File: src/rtl/huffman_frame_ctrl.sv
// rtl/huffman_frame_ctrl.sv - frame sequencer feeding FRAME_LEN symbols per frame into the 6-symbol Huffman core
// Optional feature macro: HUFF_SYMCHK_EN (drop and count symbols outside 1..6).
module huffman_frame_ctrl #(
  parameter int FRAME_LEN = 100,
  parameter int RST_CYC   = 2,
  parameter int TIMEOUT   = 1023,
  parameter int FID_W     = 4
) (
  input  logic             clk,
  input  logic             reset,
  input  logic             in_valid,
  input  logic [7:0]       in_data,
  output logic             in_ready,
  output logic             core_rst,
  output logic             core_gray_valid,
  output logic [7:0]       core_gray_data,
  input  logic             core_cnt_valid,
  input  logic             core_code_valid,
  input  logic [47:0]      core_hc,
  input  logic [47:0]      core_m,
  output logic             out_valid,
  input  logic             out_ready,
  output logic [47:0]      out_hc,
  output logic [47:0]      out_m,
  output logic [FID_W-1:0] out_frame_id,
  output logic             busy,
  output logic             err_timeout,
  output logic [7:0]       sym_err_cnt
);
  localparam int FC_W = $clog2(FRAME_LEN + 1);
  localparam int TM_W = $clog2(TIMEOUT + 1);
  localparam int RC_W = $clog2(RST_CYC + 1);
  localparam logic [FC_W-1:0] FEED_LEN  = FC_W'(FRAME_LEN);
  localparam logic [FC_W-1:0] FEED_LAST = FC_W'(FRAME_LEN - 1);
  localparam logic [TM_W-1:0] TM_LIMIT  = TM_W'(TIMEOUT);
  localparam logic [RC_W-1:0] RC_LAST   = RC_W'(RST_CYC - 1);

  typedef enum logic [1:0] {CORE_RST, FEED, WAIT_CODE, HOLD} state_e;

  state_e            state_q, state_d;
  logic [RC_W-1:0]   rst_cnt_q, rst_cnt_d;
  logic [FC_W-1:0]   feed_cnt_q, feed_cnt_d;
  logic [TM_W-1:0]   timer_q, timer_d;
  logic              cnt_seen_q, cnt_seen_d;
  logic              gv_q, gv_d;
  logic [7:0]        gd_q, gd_d;
  logic              ov_q, ov_d;
  logic [47:0]       hc_q, hc_d;
  logic [47:0]       m_q, m_d;
  logic [FID_W-1:0]  fid_q, fid_d;
  logic              err_q, err_d;
  logic              xfer, sym_bad, fwd;

  assign xfer = in_valid && in_ready;
`ifdef HUFF_SYMCHK_EN
  assign sym_bad = (in_data == 8'd0) || (in_data > 8'd6);
`else
  assign sym_bad = 1'b0;
`endif
  assign fwd = xfer && !sym_bad;

  always_ff @(posedge clk or negedge reset) begin
    if (!reset) begin
      state_q    <= CORE_RST;
      rst_cnt_q  <= '0;
      feed_cnt_q <= '0;
      timer_q    <= '0;
      cnt_seen_q <= 1'b0;
      gv_q       <= 1'b0;
      gd_q       <= '0;
      ov_q       <= 1'b0;
      hc_q       <= '0;
      m_q        <= '0;
      fid_q      <= '0;
      err_q      <= 1'b0;
    end else begin
      state_q    <= state_d;
      rst_cnt_q  <= rst_cnt_d;
      feed_cnt_q <= feed_cnt_d;
      timer_q    <= timer_d;
      cnt_seen_q <= cnt_seen_d;
      gv_q       <= gv_d;
      gd_q       <= gd_d;
      ov_q       <= ov_d;
      hc_q       <= hc_d;
      m_q        <= m_d;
      fid_q      <= fid_d;
      err_q      <= err_d;
    end
  end

  always_comb begin
    state_d    = state_q;
    rst_cnt_d  = rst_cnt_q;
    feed_cnt_d = feed_cnt_q;
    timer_d    = timer_q;
    cnt_seen_d = cnt_seen_q;
    gv_d       = fwd;
    gd_d       = fwd ? in_data : gd_q;
    ov_d       = ov_q;
    hc_d       = hc_q;
    m_d        = m_q;
    fid_d      = fid_q;
    err_d      = err_q;
    case (state_q)
      CORE_RST: begin
        if (rst_cnt_q == RC_LAST) begin
          state_d   = FEED;
          rst_cnt_d = '0;
        end else begin
          rst_cnt_d = rst_cnt_q + RC_W'(1);
        end
      end
      FEED: begin
        if (fwd) begin
          feed_cnt_d = feed_cnt_q + FC_W'(1);
          if (feed_cnt_q == FEED_LAST) state_d = WAIT_CODE;
        end
      end
      WAIT_CODE: begin
        timer_d = timer_q + TM_W'(1);
        if (core_cnt_valid) cnt_seen_d = 1'b1;
        // a result arriving on the timeout cycle still wins
        if (core_code_valid) begin
          hc_d    = core_hc;
          m_d     = core_m;
          ov_d    = 1'b1;
          state_d = HOLD;
        end else if (timer_q == TM_LIMIT) begin
          err_d   = 1'b1;
          state_d = CORE_RST;
        end
      end
      HOLD: begin
        if (out_ready) begin
          ov_d    = 1'b0;
          fid_d   = fid_q + FID_W'(1);
          state_d = CORE_RST;
        end
      end
      default: state_d = CORE_RST;
    endcase
    if (state_d == CORE_RST && state_q != CORE_RST) begin
      rst_cnt_d  = '0;
      feed_cnt_d = '0;
      timer_d    = '0;
      cnt_seen_d = 1'b0;
    end
  end

  always_comb begin
    in_ready = 1'b0;
    core_rst = 1'b0;
    busy     = 1'b1;
    case (state_q)
      CORE_RST: core_rst = 1'b1;
      FEED: begin
        in_ready = feed_cnt_q < FEED_LEN;
        busy     = feed_cnt_q != '0;
      end
      default: ;
    endcase
  end

  assign core_gray_valid = gv_q;
  assign core_gray_data  = gd_q;
  assign out_valid       = ov_q;
  assign out_hc          = hc_q;
  assign out_m           = m_q;
  assign out_frame_id    = fid_q;
  assign err_timeout     = err_q;

`ifdef HUFF_SYMCHK_EN
  logic [7:0] sym_err_q;
  always_ff @(posedge clk or negedge reset) begin
    if (!reset) sym_err_q <= '0;
    else if (xfer && sym_bad && sym_err_q != 8'hFF) sym_err_q <= sym_err_q + 8'd1;
  end
  assign sym_err_cnt = sym_err_q;
`else
  assign sym_err_cnt = 8'd0;
`endif

  // the core reports its count before its code result
  a_code_after_cnt: assert property (@(posedge clk) disable iff (!reset)
    (state_q == WAIT_CODE && core_code_valid) |-> (cnt_seen_q || core_cnt_valid));

endmodule
File: config.mk
export PLATFORM = sky130hd
export DESIGN_NAME = huffman_frame_ctrl
export DESIGN_NICKNAME = d
export VERILOG_FILES = /design/src/rtl/huffman_frame_ctrl.sv
export SDC_FILE = /design/constraint.sdc
export NUM_CORES = 1
export LEC_CHECK = 0
export ABC_AREA = 0
export BUFFER_PORTS_ARGS = -buffer_cell sky130_fd_sc_hd__buf_2
export CAP_MARGIN = 20
export CORE_AREA = 4 4 107 109
export DETAILED_ROUTE_END_ITERATION = 16
export DIE_AREA = 0 0 111 113
export HOLD_SLACK_MARGIN = 0.08
export PLACE_DENSITY_LB_ADDON = 0.05
export SYNTH_ARGS = -nofsm -noshare
export SYNTH_HDL_FRONTEND = slang
export SYNTH_SLANG_ARGS = --single-unit
File: constraint.sdc
create_clock -name clk -period 4.4 [get_ports clk]
set_input_delay 0.22 -clock clk [delete_from_list [all_inputs] [get_ports clk]]
set_output_delay 0.22 -clock clk [all_outputs]
set_load 0.01 [all_outputs]
==> summary.md <==
| Metric | Value |
|---|---|
| Synth area leaders | dfrtp_1 62%, mux2_2 23%, nor2_1 1.3% |
| Final ANT Viol Nets | 0 |
| Die height | 113 um |
| Fin Setup TNS | 0 ns |
| Achievable Freq | 0.402 GHz |
| Final WS setup | 1.91 ns |
| Crit Path Max Fanout | 63 |
| # port buffers | around 220 |
| Final Hold Viols | 0 |
| Slew headroom | 0.430 |
| Worst EP required | 4.79 ns |
| CP Capture Type | flop |
| Min cycle time layout | between 2 and 2.5 ns |
| Via count | 4178 |
| Total global routing overflow | 0 |
| Row cnt | 38 |
| Register Area | 3300 um^2 |
| Max cap viols | 0 |
| Worst Path Arrival | 2.88 ns |
| Worst-path clk slew | 0.06 ns |
| WL per Instance | between 15 and 20 um |
| Routed Wire Length | roughly 14000 um |
| Via density | 4.88 |
| CTS Buf Count | 17 |
| Worst-skew pair later-pin latency | slightly above 0.5 ns |
| Yosys warns | 0 |
| Longest Clk Path Bufs | 2 |
| CTS tree | yes |
| Measured slew at the worst slew-check pin | 0.855 ns |
| Most common cell after layout, fill and taps aside | buf_2 |
| Period utilisation layout | 0.565 |
| # setup viols final | 0 |
| Root buffer cell | clkbuf_8 |
| Layout cells sized above 1 | 0.508 |
| Placer congestion estimate | 0.806 |
| Syn Area/Cell | 14.4 um^2 |
| Pre-CTS WS | 1.90 ns |
| Crit path launch type | flop |
| Sequential area share after synthesis | 0.623 |
| Starting Density | 0.500 |
| CTS sink cnt | 132 |
| Area of the multi-input gates | 1890 um^2 |
| Clock skew | about 0.0058 ns |
| Yosys top cell by area | dfrtp_1 |
| Core Box Area | 10600 um^2 |
| Initial antenna violation count | 2 |
| Mapped Area | 5310 um^2 |
| Kind of critical path | reg -> reg |
| Final slew viol count | 0 |
| Area Overhead vs Synth | 53.6% |
| Clock H-tree levels | 4 |
| Yosys top cell area share | 0.623 |
| Yosys reg bits | 132 |
| Detail Placement HPWL | 8780 um |
| Io pins | 232 |
| Status | completed |
| DRC | 0 |
| Die width | 111 um |
| RSZ-0062 raised after global routing | no |
| Die area | 12500 um^2 |
| Iteration-0 DRC Markers | 180 |
| Mapped Cells | about 370 |
| First-pass GRT wire length | about 23000 um |
| Pre-antenna DRT Iters | 4 |
| Most frequent cells in the layout | 221 x buf_2, 132 x dfrtp_1, 106 x mux2_2, 106 x dlygate4sd3_1, 19 x nor2_1 |
| Vias in the first global route | 4687 |
| Hold WC Path Type | in -> reg |
| Final nets | 818 |
| Tot GR Track Use | 0.232 |
| Lkg Pwr | 0.00449 uW |
| Worst VDD drop | 0.199 mV |
| Fillcell total | 679 |
| PwrDens | about 370 nW/um^2 |
| Unique masters post-synth | 41 |
| Pin count of the biggest net entering global routing | 70 |
## metrics by stage
stage / hold WS, ns / total power [uW] / cells / util / area [um^2]
3_3_place_gp: 0.381 / 1660 / 719 / 0.616 / 6530
2_1_floorplan: -0.0756 / 1530 / 375 / - / 5330
4_1_cts: 0.106 / 3070 / 855 / 0.768 / 8140
6_report: 0.128 / 3050 / 857 / 0.768 / 8150
3_5_place_dp: 0.386 / 1670 / 719 / 0.616 / 6530
5_1_grt: 0.135 / 3190 / 857 / 0.768 / 8150
## cell type report
| cell class | instances | area share |
|---|---|---|
| flip-flops and latches | 132 | 0.405 |
| repair buffers | 332 | 0.271 |
| multi-input cells | 216 | 0.232 |
| clock buffers | 25 | 0.0582 |
| well taps | 140 | 0.0215 |
| clock inverters | 5 | 0.00922 |
| inverters | 5 | 0.00230 |
| diodes | 2 | 0.000614 |
## sequential cells by signal, summed over array words and instances (netlist names)
register / count
core_gray_valid: 1
err_timeout: 1
rst_cnt_q: 2
out_m: 48
core_gray_data: 8
state_q: 2
out_valid: 1
out_hc: 48
feed_cnt_q: 7
out_frame_id: 4
timer_q: 10
## Yosys cell counts (all sizes together)
cell type	count
a21oi	1
o21ai	6
o41a	1
and3	1
a31oi	2
nand4	8
dfrtp	132
a22o	1
and2	1
and4b	1
nand2	12
a211o	1
or4	1
inv	5
nand3	5
xor2	7
a211oi	1
o21bai	1
or3	1
nand3b	1
ha	4
clkbuf	2
nor3	6
nor2b	5
nor4	2
xnor2	7
mux2i	1
nor2	19
or3b	1
and3b	1
nand2b	2
conb	1
o211ai	1
buf	20
or2b	1
mux2	106
## what timing repair did
item                                    CTS  global route
setup buffers                             0             0
gates resized for setup                   0             0
hold buffers                            106             0
endpoints found under the setup margin    0             0
endpoints found under the hold margin   172             0
## metal layers
| layer | up-vias | GRT usage | share of wire |
|---|---|---|---|
| met5 | - | 0 | 0 |
| met4 | 0 | 0.103 | 0.029 |
| met3 | 32 | 0.0786 | 0.066 |
| met2 | 152 | 0.417 | 0.55 |
| met1 | 2051 | 0.249 | 0.35 |
| li1 | 1943 | - | - |
## kinds of logic (layout without fill, tap and decap cells)
family          after synthesis  count (layout)  share of synthesized area
buf+inv                      27             367                     0.0274
fa+ha+maj                     4               4                    0.00943
xor+xnor                     14              14                     0.0231
other cells                   1              10                   0.000707
flops                       132             132                      0.623
mux                         107             107                      0.227
compound gates               15              15                     0.0210
simple gates                 68              68                     0.0689
## worst max-delay path: stages, from the launching register on
cell and delay, ns:
dfrtp_1 0.53, nor2b_1 0.27, nand2_4 0.39, buf_4 0.69, mux2_2 0.41
## report_power, final
| part | leakage (uW) | switching [uW] | internal [uW] | total, uW |
|---|---|---|---|---|
| Sequential | 0.00178 | 62.0 | 1290 | 1350 |
| Combinational | 0.00244 | 174 | 205 | 379 |
| Clock | 0.000272 | 476 | 842 | 1320 |
## path summary, 6_finish.rpt
path	startpoint	to	slack, ns	depth (start not counted)
worst max-delay path	state_q[1]	out_hc[33]	1.91	4
worst min-delay path	core_code_valid	err_timeout	0.13	3
worst max register to register	state_q[1]	out_hc[33]	1.91	4
worst min register to register	out_frame_id[3]	out_frame_id[3]	0.47	1
max in group asynchronous	reset	out_m[22]	2.94	3
min in group asynchronous	reset	core_gray_data[7]	0.35	2
No activity file was read; power rests on OpenSTA's default activity.
